### src/rtl/count_seq_pkg.sv
// rtl/count_seq_pkg.sv - shared state type and width constant for the counter load sequencer
package count_seq_pkg;

  typedef enum logic [1:0] {
    IDLE  = 2'd0,
    LOAD  = 2'd1,
    CHECK = 2'd2
  } state_e;

  localparam int WIDTH_DEF = 4;

endpackage

### src/rtl/rr_arb2.sv
// rtl/rr_arb2.sv - two-way round-robin arbiter; pointer holds the last winner
module rr_arb2 (
  input  logic       clk,
  input  logic       rst_ni,
  input  logic [1:0] req_i,
  input  logic       update_i,
  output logic [1:0] gnt_o
);

  logic ptr_q;
  logic ptr_d;

  // On a tie the requester that did not win last time gets the grant.
  always_comb begin
    gnt_o = req_i;
    if (req_i == 2'b11) begin
      gnt_o = ptr_q ? 2'b01 : 2'b10;
    end
    ptr_d = ptr_q;
    if (update_i && (|req_i)) begin
      ptr_d = gnt_o[1];
    end
  end

  always_ff @(posedge clk or negedge rst_ni) begin
    if (!rst_ni) begin
      ptr_q <= 1'b1;
    end else begin
      ptr_q <= ptr_d;
    end
  end

endmodule

### src/rtl/count_seq_ctrl.sv
// rtl/count_seq_ctrl.sv - load sequencer for a loadable counter: arbitrate, load, verify, ack
// Optional terminal-count flag enabled by COUNT_SEQ_CTRL_TC_EN.
module count_seq_ctrl
  import count_seq_pkg::*;
#(
  parameter int                 WIDTH  = WIDTH_DEF,
  parameter logic [WIDTH-1:0]   TC_VAL = '1
) (
  input  logic             clk,
  input  logic             rst_ni,
  input  logic [1:0]       req_i,
  input  logic [WIDTH-1:0] val0_i,
  input  logic [WIDTH-1:0] val1_i,
  output logic [1:0]       ack_o,
  input  logic [WIDTH-1:0] count_i,
  output logic             load_o,
  output logic [WIDTH-1:0] value_o,
  output logic             err_o,
  output logic             tc_o
);

  state_e           state_q;
  logic             win_q;
  logic [WIDTH-1:0] val_q;
  logic [1:0]       ack_q;
  logic             load_q;
  logic [WIDTH-1:0] value_q;
  logic             err_q;

  logic [1:0]       gnt;
  logic             grant;
  logic [WIDTH-1:0] sel_val;

  assign grant   = (state_q == IDLE) && (|req_i);
  assign sel_val = gnt[0] ? val0_i : val1_i;

  rr_arb2 u_arb (
    .clk      (clk),
    .rst_ni   (rst_ni),
    .req_i    (req_i),
    .update_i (grant),
    .gnt_o    (gnt)
  );

  // The counter takes value_o on the edge that ends LOAD, so CHECK sees the loaded value.
  // The ack is registered on entry to CHECK; the verdict lands in err_q as CHECK ends.
  always_ff @(posedge clk or negedge rst_ni) begin
    if (!rst_ni) begin
      state_q <= IDLE;
      win_q   <= 1'b0;
      val_q   <= '0;
      ack_q   <= 2'b00;
      load_q  <= 1'b0;
      value_q <= '0;
      err_q   <= 1'b0;
    end else begin
      ack_q   <= 2'b00;
      load_q  <= 1'b0;
      value_q <= '0;
      case (state_q)
        IDLE: begin
          if (grant) begin
            win_q   <= gnt[1];
            val_q   <= sel_val;
            load_q  <= 1'b1;
            value_q <= sel_val;
            state_q <= LOAD;
          end
        end
        LOAD: begin
          ack_q   <= win_q ? 2'b10 : 2'b01;
          state_q <= CHECK;
        end
        CHECK: begin
          if (count_i != val_q) begin
            err_q <= 1'b1;
          end
          state_q <= IDLE;
        end
        default: state_q <= IDLE;
      endcase
    end
  end

  assign ack_o   = ack_q;
  assign load_o  = load_q;
  assign value_o = value_q;
  assign err_o   = err_q;

`ifdef COUNT_SEQ_CTRL_TC_EN
  logic tc_q;

  always_ff @(posedge clk or negedge rst_ni) begin
    if (!rst_ni) begin
      tc_q <= 1'b0;
    end else begin
      tc_q <= (state_q == IDLE) && (count_i == TC_VAL);
    end
  end

  assign tc_o = tc_q;
`else
  logic unused_tc_val;
  assign unused_tc_val = ^TC_VAL;
  assign tc_o          = 1'b0;
`endif

endmodule

### config.mk
export PLATFORM = sky130hd
export DESIGN_NAME = count_seq_ctrl
export DESIGN_NICKNAME = d
export VERILOG_FILES = /design/src/rtl/count_seq_pkg.sv /design/src/rtl/rr_arb2.sv /design/src/rtl/count_seq_ctrl.sv
export SDC_FILE = /design/constraint.sdc
export NUM_CORES = 1
export LEC_CHECK = 0
export BUFFER_PORTS_ARGS = -buffer_cell sky130_fd_sc_hd__buf_4
export CAP_MARGIN = 20
export CORE_MARGIN = 1
export CORE_UTILIZATION = 50
export CTS_BUF_LIST = sky130_fd_sc_hd__clkbuf_8
export DETAILED_ROUTE_END_ITERATION = 8
export PLACE_DENSITY = 0.8
export RECOVER_POWER = 100
export SYNTH_ARGS = -nofsm -noshare
export SYNTH_HDL_FRONTEND = slang
export SYNTH_SLANG_ARGS = --single-unit
### constraint.sdc
create_clock -name clk -period 1.3 [get_ports clk]
set_clock_uncertainty 0.15 [all_clocks]
set_input_delay 0.065 -clock clk [delete_from_list [all_inputs] [get_ports clk]]
set_output_delay 0.065 -clock clk [all_outputs]
set_load 0.03 [all_outputs]
* Yosys cells after proc, flatten, opt, wreduce, memory -nomap -nowiden
Index checks and enable logic that the tools add are counted.
Widths: inputs -> output; s select.
** Storage, ports and cells
- Register bits :: 16
- Latch bits :: 0
- Memory bits (writable) :: 0
- Memory bits (read-only) :: 0
- Bits of input ports :: 16
- Output and inout port bits :: 9
- Logic and storage cells :: 30
- Memories kept :: 0
** Cells by class
- Add/subtract/negate cells :: 0
- Multiply operators :: 0
- Divide/modulo/power cells :: 0
- $lt $le $gt $ge :: 0
- Eq/ne operators :: 5
- Shift-type cells :: 0
- Muxes and demuxes :: 11
- Bitwise logic cells :: 0
- Reductions and logical operators :: 6
** Operator list (number)
- $mux 4 :: 3
- $mux 2 :: 5
- $eq 2x2->1 const B :: 2
- $ne 4x4->1 :: 1
- $pmux 2 s2 :: 1
- $reduce_and 2->1 :: 2
- $eq 2x1->1 const B :: 1
- $logic_and 1x1->1 :: 2
- $logic_not 2->1 :: 1
- $mux 1 :: 2
- $ne 2x1->1 const B :: 1
- $reduce_or 2->1 :: 1

* Longest topological paths before layout
Gate-level depths: netlist (run 1).
- Depth in word-level cells :: 5
- Depth in mapped cells :: 5
- Gate-level depth less buffers :: 4

* Hierarchy
From an unflattened synthesis (run 1), not the netlist that was laid out.
** Unflattened totals
- Cells, all modules :: 55
- Area, all modules :: 674.4 um^2
** Modules (own cells, without submodules)
- count_seq_ctrl :: times used 1, cells each 49, area each 618.1 um^2, seq. area each 375.4 um^2
- rr_arb2 :: times used 1, cells each 6, area each 56.3 um^2, seq. area each 26.3 um^2

* Worst setup path before layout (run 1)
No wires, ideal clock.
- Path kind :: register to register
- Start :: register u_arb.ptr_q
- End :: register val_q[0]
- Setup time :: 0.133 ns
- Arrival time :: 0.926 ns
- Required time :: 1.017 ns
- Slack :: 0.091 ns
- Stages on the path, launching flop included :: 4
- Path buffers :: 0
- Clock period less this slack :: 1.209 ns
- Cells stage by stage :: dfstp_2 > nor2b_1 > o21ai_0 > a31oi_2
** Between the ends
- Word-level cells in the longest chain between the ends :: 3
** RTL lines
- from (decl) :: line rr_arb2.sv:10 : logic ptr_q;
- from (signal assigned) :: line rr_arb2.sv:29 : ptr_q <= ptr_d;
- $mux 2 :: line rr_arb2.sv:17 : gnt_o = ptr_q ? 2'b01 : 2'b10;
- $mux 2 :: line rr_arb2.sv:16 : if (req_i == 2'b11) begin
- $mux 4 :: line count_seq_ctrl.sv:35 : assign sel_val = gnt[0] ? val0_i : val1_i;
- to (signal assigned) :: line count_seq_ctrl.sv:64 : val_q <= sel_val;
- to (decl) :: line count_seq_ctrl.sv:24 : logic [WIDTH-1:0] val_q;
No other way between the ends.
A chain may end at the register's enable or synchronous reset.

* Final worst setup path (run 1)
Ends and elaborated chain as after synthesis.

==> results of run 1 <==
## state kept, by name, indices dropped and copies added (netlist names)
register	count
u_arb.ptr_q	1
state_q	2
value_o	4
val_q	4
load_o	1
err_o	1
win_q	1
ack_o	2
## logic make-up (layout without fill, tap and decap cells)
logic type                Yosys count  after routing  share of synthesized area [%]
DFF                                16             16                           55.7
and+or+nand+nor                    15             15                           14.1
other                               1              1                          0.520
xor gates and xnor gates            4              4                           4.86
AOI/OAI and AO/OA                  20             20                           19.4
buffers and inverters               6             36                           5.38
## through the flow
stage	utilization, %	cell area [um^2]
CTS	76.2	1000
finish	73.4	967
global placement	68.4	901
detailed placement	68.4	901
global route	73.4	967
floorplan	-	721
## timing repair
action / in CTS / in global routing
hold buffers: 4 / 0
endpoints found under the setup margin: 6 / 8
gates resized for setup: 4 / 1
endpoints found under the hold margin: 19 / 0
pin swaps: 0 / 1
## cell usage after synthesis (all sizes together), types with 2 or more instances
master | number | area (um^2)
nand3 | 4 | 20.0
nor2 | 2 | 15.0
dfrtp | 15 | 375
a21oi | 9 | 45.0
a31oi | 5 | 56.3
inv | 4 | 20.0
xnor2 | 4 | 35.0
o21ai | 4 | 20.0
buf | 2 | 18.8
nand2 | 3 | 27.5
## worst max-delay path, delay by kind of cell, from the launching register on
family | cells | cell delay, ns
AO/OA/AOI/OAI | 2 | 0.37
flip-flops | 1 | 0.56
AND/OR/NAND/NOR | 1 | 0.08
## report_power, final
part	total, mW	internal, mW	switching [mW]
Clock	0.432	0.269	0.163
Combinational	0.875	0.327	0.549
Sequential	0.834	0.710	0.124
Total	2.14	1.31	0.836
## area by class of cell
type                            instances  area [um^2]
Fill cell                             100          350
Timing Repair Buffer                   28          184
Inverter                                4         20.0
Sequential cell                        16          402
Tap cell                               15         18.8
Clock buffer                            4         55.1
Multi-Input combinational cell         40          288
## path summary, 6_finish.rpt
| kind | from | endpoint | slack (ns) | cells past startpoint |
|---|---|---|---|---|
| worst max-delay path | u_arb.ptr_q | val_q[0] | 0.007 | 3 |
| worst min-delay path | val1_i[3] | value_o[3] | 0.007 | 3 |
| worst max register to register | u_arb.ptr_q | val_q[0] | 0.007 | 3 |
| worst min register to register | win_q | ack_o[0] | 0.31 | 1 |
| max in group asynchronous | rst_ni | u_arb.ptr_q | 0.55 | 2 |
| min in group asynchronous | rst_ni | value_o[1] | 0.12 | 2 |
## metal layers
metal,vias up,global-route usage [%],wire length (um)
met3,4,5.00,60
met2,17,34.3,709
met5,-,0,0
met1,261,32.0,657
li1,276,-,-
met4,0,10.3,26
==> summary.txt, run 1 <==
TritonCTS clock tree - done
Power, Total - 2.14 mW
Slowest-stage cell, CP - dfstp_2
Initial antenna violation count - 0
Cell Pwr Density - 2210 nW/um^2
Syn_area_per_cell - 11.6 um^2
Fin cells - 107
Register area share after synthesis - 55.7%
WP data arrival - 1.27 ns
RSZ-0062 raised after global routing - yes
Leak - 0.427 nW
CP Launch Type - register
GRT Total Usage - 23.0%
Clock tree sinks - 16
TNS Setup - 0 ns
Setup Viol. Count Final - 0
Largest net degree at the start of global routing - 17
Fraction of registers with async set/reset - 100%
Synth Net Count - 78
Pre-antenna DRT Iters - 4
DRT iter0 DRCs - 3
Worst EP required - 1.27 ns
Initial Util - 54.7%
Clk_lat worst skew - 0.25 ns
Clk pin slew, worst setup/hold paths - 0.06 ns
Wirelength, routed - 1450 um
Fraction of the cycle the final worst path needs - 99.5%
Worst-path cell chain - nor2b_1 > o21ai_1 > a31oi_2
Worst Setup Slack, final - 0.00655 ns
Worst hold path type - input port to register
Worst path max stage delay - 0.56 ns
Synth warnings - 0
Die height - 40.0 um
Post-synthesis register bit count - 16
Share of layout cells above drive strength 1 - 32.6%
VDD IR max - 0.00129 V
Unique masters post-synth - 25
Pins Over Slew Limit - 0
Antenna fix cells - 0
Worst slack, placed - -0.0763 ns
H-tree Lvls - 1
DR WL/cell - 13.6 um
Most used DFF post-synth - dfrtp_1
Num CTS Buffers - 3
# DRC - 0
Final net count - 109
Post-synth EDFFs - 0
Clock Root Buffer - clkbuf_8
Placed Cells - 99
Gate Count Post-Synth - 62
Commonest non-fill, non-tap cell in the layout - dfrtp_1
Fmax - 773 MHz
Final-report hold violation count - 0
Core area - 1320 um^2
Port Buffer Count - 23
Minimum clock period - 1.29 ns
Clock tree buffer depth - 2
Final RePlAce weighted congestion - 0.785
Critical path endpoint category - register
HPWL Detailed - 1030 um
GRT overflow - 0
Max-cap violations - 0
Vias/cell - 5.21
Commonest non-fill, non-tap cells in the layout - 15 x dfrtp_1, 14 x buf_4, 9 x a21oi_1, 9 x clkbuf_1
Area grow syn2layout - 34.2%
DIE AREA - 1600 um^2
Vias in the first global route - 538
Row count - 13
Post-CTS setup buffers - 0
First-pass GRT wire length - 2330 um
Status - finished clean
WHS - 0.00737 ns
DRT antenna net count - 0
Num ports - 25
Synth Cell Area - 721 um^2
Worst-path maximum fanout - 5
Die Width - 40.0 um
Vias - 558
WS Path Type - register to register
No activity file was read; power rests on OpenSTA's default activity.
==> inputs of run 2 (changes only) <==
clock period = 1.2 ns   (was 1.3 ns; I/O delays follow)
==> summary.txt, run 2 (same netlist as run 1, synthesis figures left out) <==
VDD IR max - 0.00160 V (+23%)
Clock tree buffer depth - 2 (unchanged)
GRT Total Usage - 29.8% (+6.8 points)
DIE AREA - 1600 um^2 (unchanged)
# DRC - 0 (unchanged)
Final-report hold violation count - 1 (+1)
Failing checks - negative hold slack, negative setup slack
First-pass GRT wire length - 2950 um (+27%)
Vias in the first global route - 656 (+22%)
WP data arrival - 1.32 ns (+0.05 ns)
Cell Pwr Density - 2370 nW/um^2 (+7.0%)
Clock tree sinks - 16 (unchanged)
Num CTS Buffers - 3 (unchanged)
Row count - 13 (unchanged)
Share of layout cells above drive strength 1 - 50.5% (+18 points)
DRT iter0 DRCs - 17 (+14)
Clock Root Buffer - clkbuf_8
Minimum clock period - 1.29 ns (+0.00127 ns)
Final RePlAce weighted congestion - 0.803 (+2.3%)
Wirelength, routed - 2410 um (+66%)
Placed Cells - 101 (+2.0%)
Die height - 40.0 um (unchanged)
Pre-antenna DRT Iters - 4 (unchanged)
RR Endpoint - value_o[2]
CP Launch Type - register
Worst hold path type - input port to register
Final net count - 118 (+8.3%)
HPWL Detailed - 1030 um (+0.83%)
Leak - 0.512 nW (+20%)
Fraction of the cycle the final worst path needs - 108% (+8.4 points)
Worst path max stage delay - 0.57 ns (about the same)
Worst slack, placed - -0.134 ns (-0.0572 ns)
TNS Setup - -0.445 ns (-0.445 ns)
Vias - 682 (+22%)
Vias/cell - 5.88 (+13%)
R2R Setup Slk - -0.09 ns (-0.10 ns)
Worst-path maximum fanout - 4 (-1)
Port Buffer Count - 23 (unchanged)
WHS - -0.0107 ns (-0.0180 ns)
Power, Total - 2.72 mW (+27%)
Worst r2r path cells - 3 (unchanged)
Antenna fix cells - 0 (unchanged)
Worst Setup Slack, final - -0.0947 ns (-0.101 ns)
GRT overflow - 0 (unchanged)
Setup Viol. Count Final - 10 (+10)
Initial antenna violation count - 0 (unchanged)
Die Width - 40.0 um (unchanged)
Clk_lat worst skew - 0.25 ns (about the same)
Core area - 1320 um^2 (unchanged)
Worst EP required - 1.22 ns (-0.05 ns)
Hold path start - req_i[0]
DRT antenna net count - 0 (unchanged)
H-tree Lvls - 1 (unchanged)
Reg2reg start - u_arb.ptr_q
Fmax - 772 MHz (about the same)
Commonest non-fill, non-tap cell in the layout - buf_4
Num ports - 25 (unchanged)
Pins Over Slew Limit - 0 (unchanged)
Slowest-stage cell, CP - dfstp_2
WS Path Type - register to register
Hold Path Cell Cnt - 3 (unchanged)
Commonest non-fill, non-tap cells in the layout - 16 x buf_4, 15 x dfrtp_1, 10 x dlygate4sd3_1
Clk pin slew, worst setup/hold paths - 0.07 ns (about the same)
DR WL/cell - 20.8 um (+53%)
Status - complete, but fails checks
Max-cap violations - 0 (unchanged)
Worst-path cell chain - nand2b_4 > nand3_2 > a21oi_2
RSZ-0062 raised after global routing - yes
Sink of the worst hold path - value_o[3]
Fin cells - 116 (+8.4%)
Largest net degree at the start of global routing - 17 (unchanged)
Initial Util - 54.7% (unchanged)
Critical path endpoint category - register
TritonCTS clock tree - done
Area grow syn2layout - 59.4%
==> run 2: what timing repair did <==
item | 4_1_cts | 5_1_grt
setup buffers | 0 | 1
setup endpoints to repair | 10 | 11
pin swaps | 6 | 6
hold endpoints to repair | 25 | 0
resized for setup | 18 | 4
hold buffers | 10 | 0
==> run 2: stage by stage <==
stage               area, um^2  util, %
floorplan                  721        -
global placement           916     69.5
detailed placement         916     69.5
CTS                       1130     85.8
global route              1150     87.2
finish                    1150     87.2
==> run 2: how the worst max path moves through the flow <==
| stage | slack, ns | to | startpoint | cells after the start |
|---|---|---|---|---|
| after floorplan | -0.009 | val_q[0] | u_arb.ptr_q | 3 |
| after global routing | -0.11 | val_q[2] | u_arb.ptr_q | 3 |
| final | -0.09 | value_o[2] | u_arb.ptr_q | 3 |
| after global placement | -0.08 | value_o[0] | u_arb.ptr_q | 3 |
| after detailed placement | -0.13 | val_q[2] | u_arb.ptr_q | 3 |
| after CTS | -0.04 | win_q | state_q[0] | 3 |
==> run 2: layout make-up <==
cell class | instances | area [um^2]
fillers | 67 | 169
clock buffers | 3 | 41.3
clock inverters | 1 | 3.75
inverters | 4 | 22.5
well taps | 15 | 18.8
flip-flops and latches | 16 | 402
multi-input cells | 40 | 373
repair buffers | 37 | 288
==> run 2: layer usage <==
metal / wire [um] / GRT usage (%)
met1: 840 / 34.2
met2: 1260 / 50.8
met3: 173 / 5.56
met4: 135 / 18.1
met5: 0 / 0
==> run 2: where the power goes <==
group | total (mW) | internal (mW) | switching [mW]
Clock | 0.409 | 0.226 | 0.183
Sequential | 0.939 | 0.769 | 0.170
Combinational | 1.37 | 0.588 | 0.785
==> run 2: critical path, delay by kind of cell, from the launching register on <==
kind,cells,cell delay [ns]
AOI/OAI and AO/OA,1,0.17
DFF,1,0.57
and+or+nand+nor,2,0.32
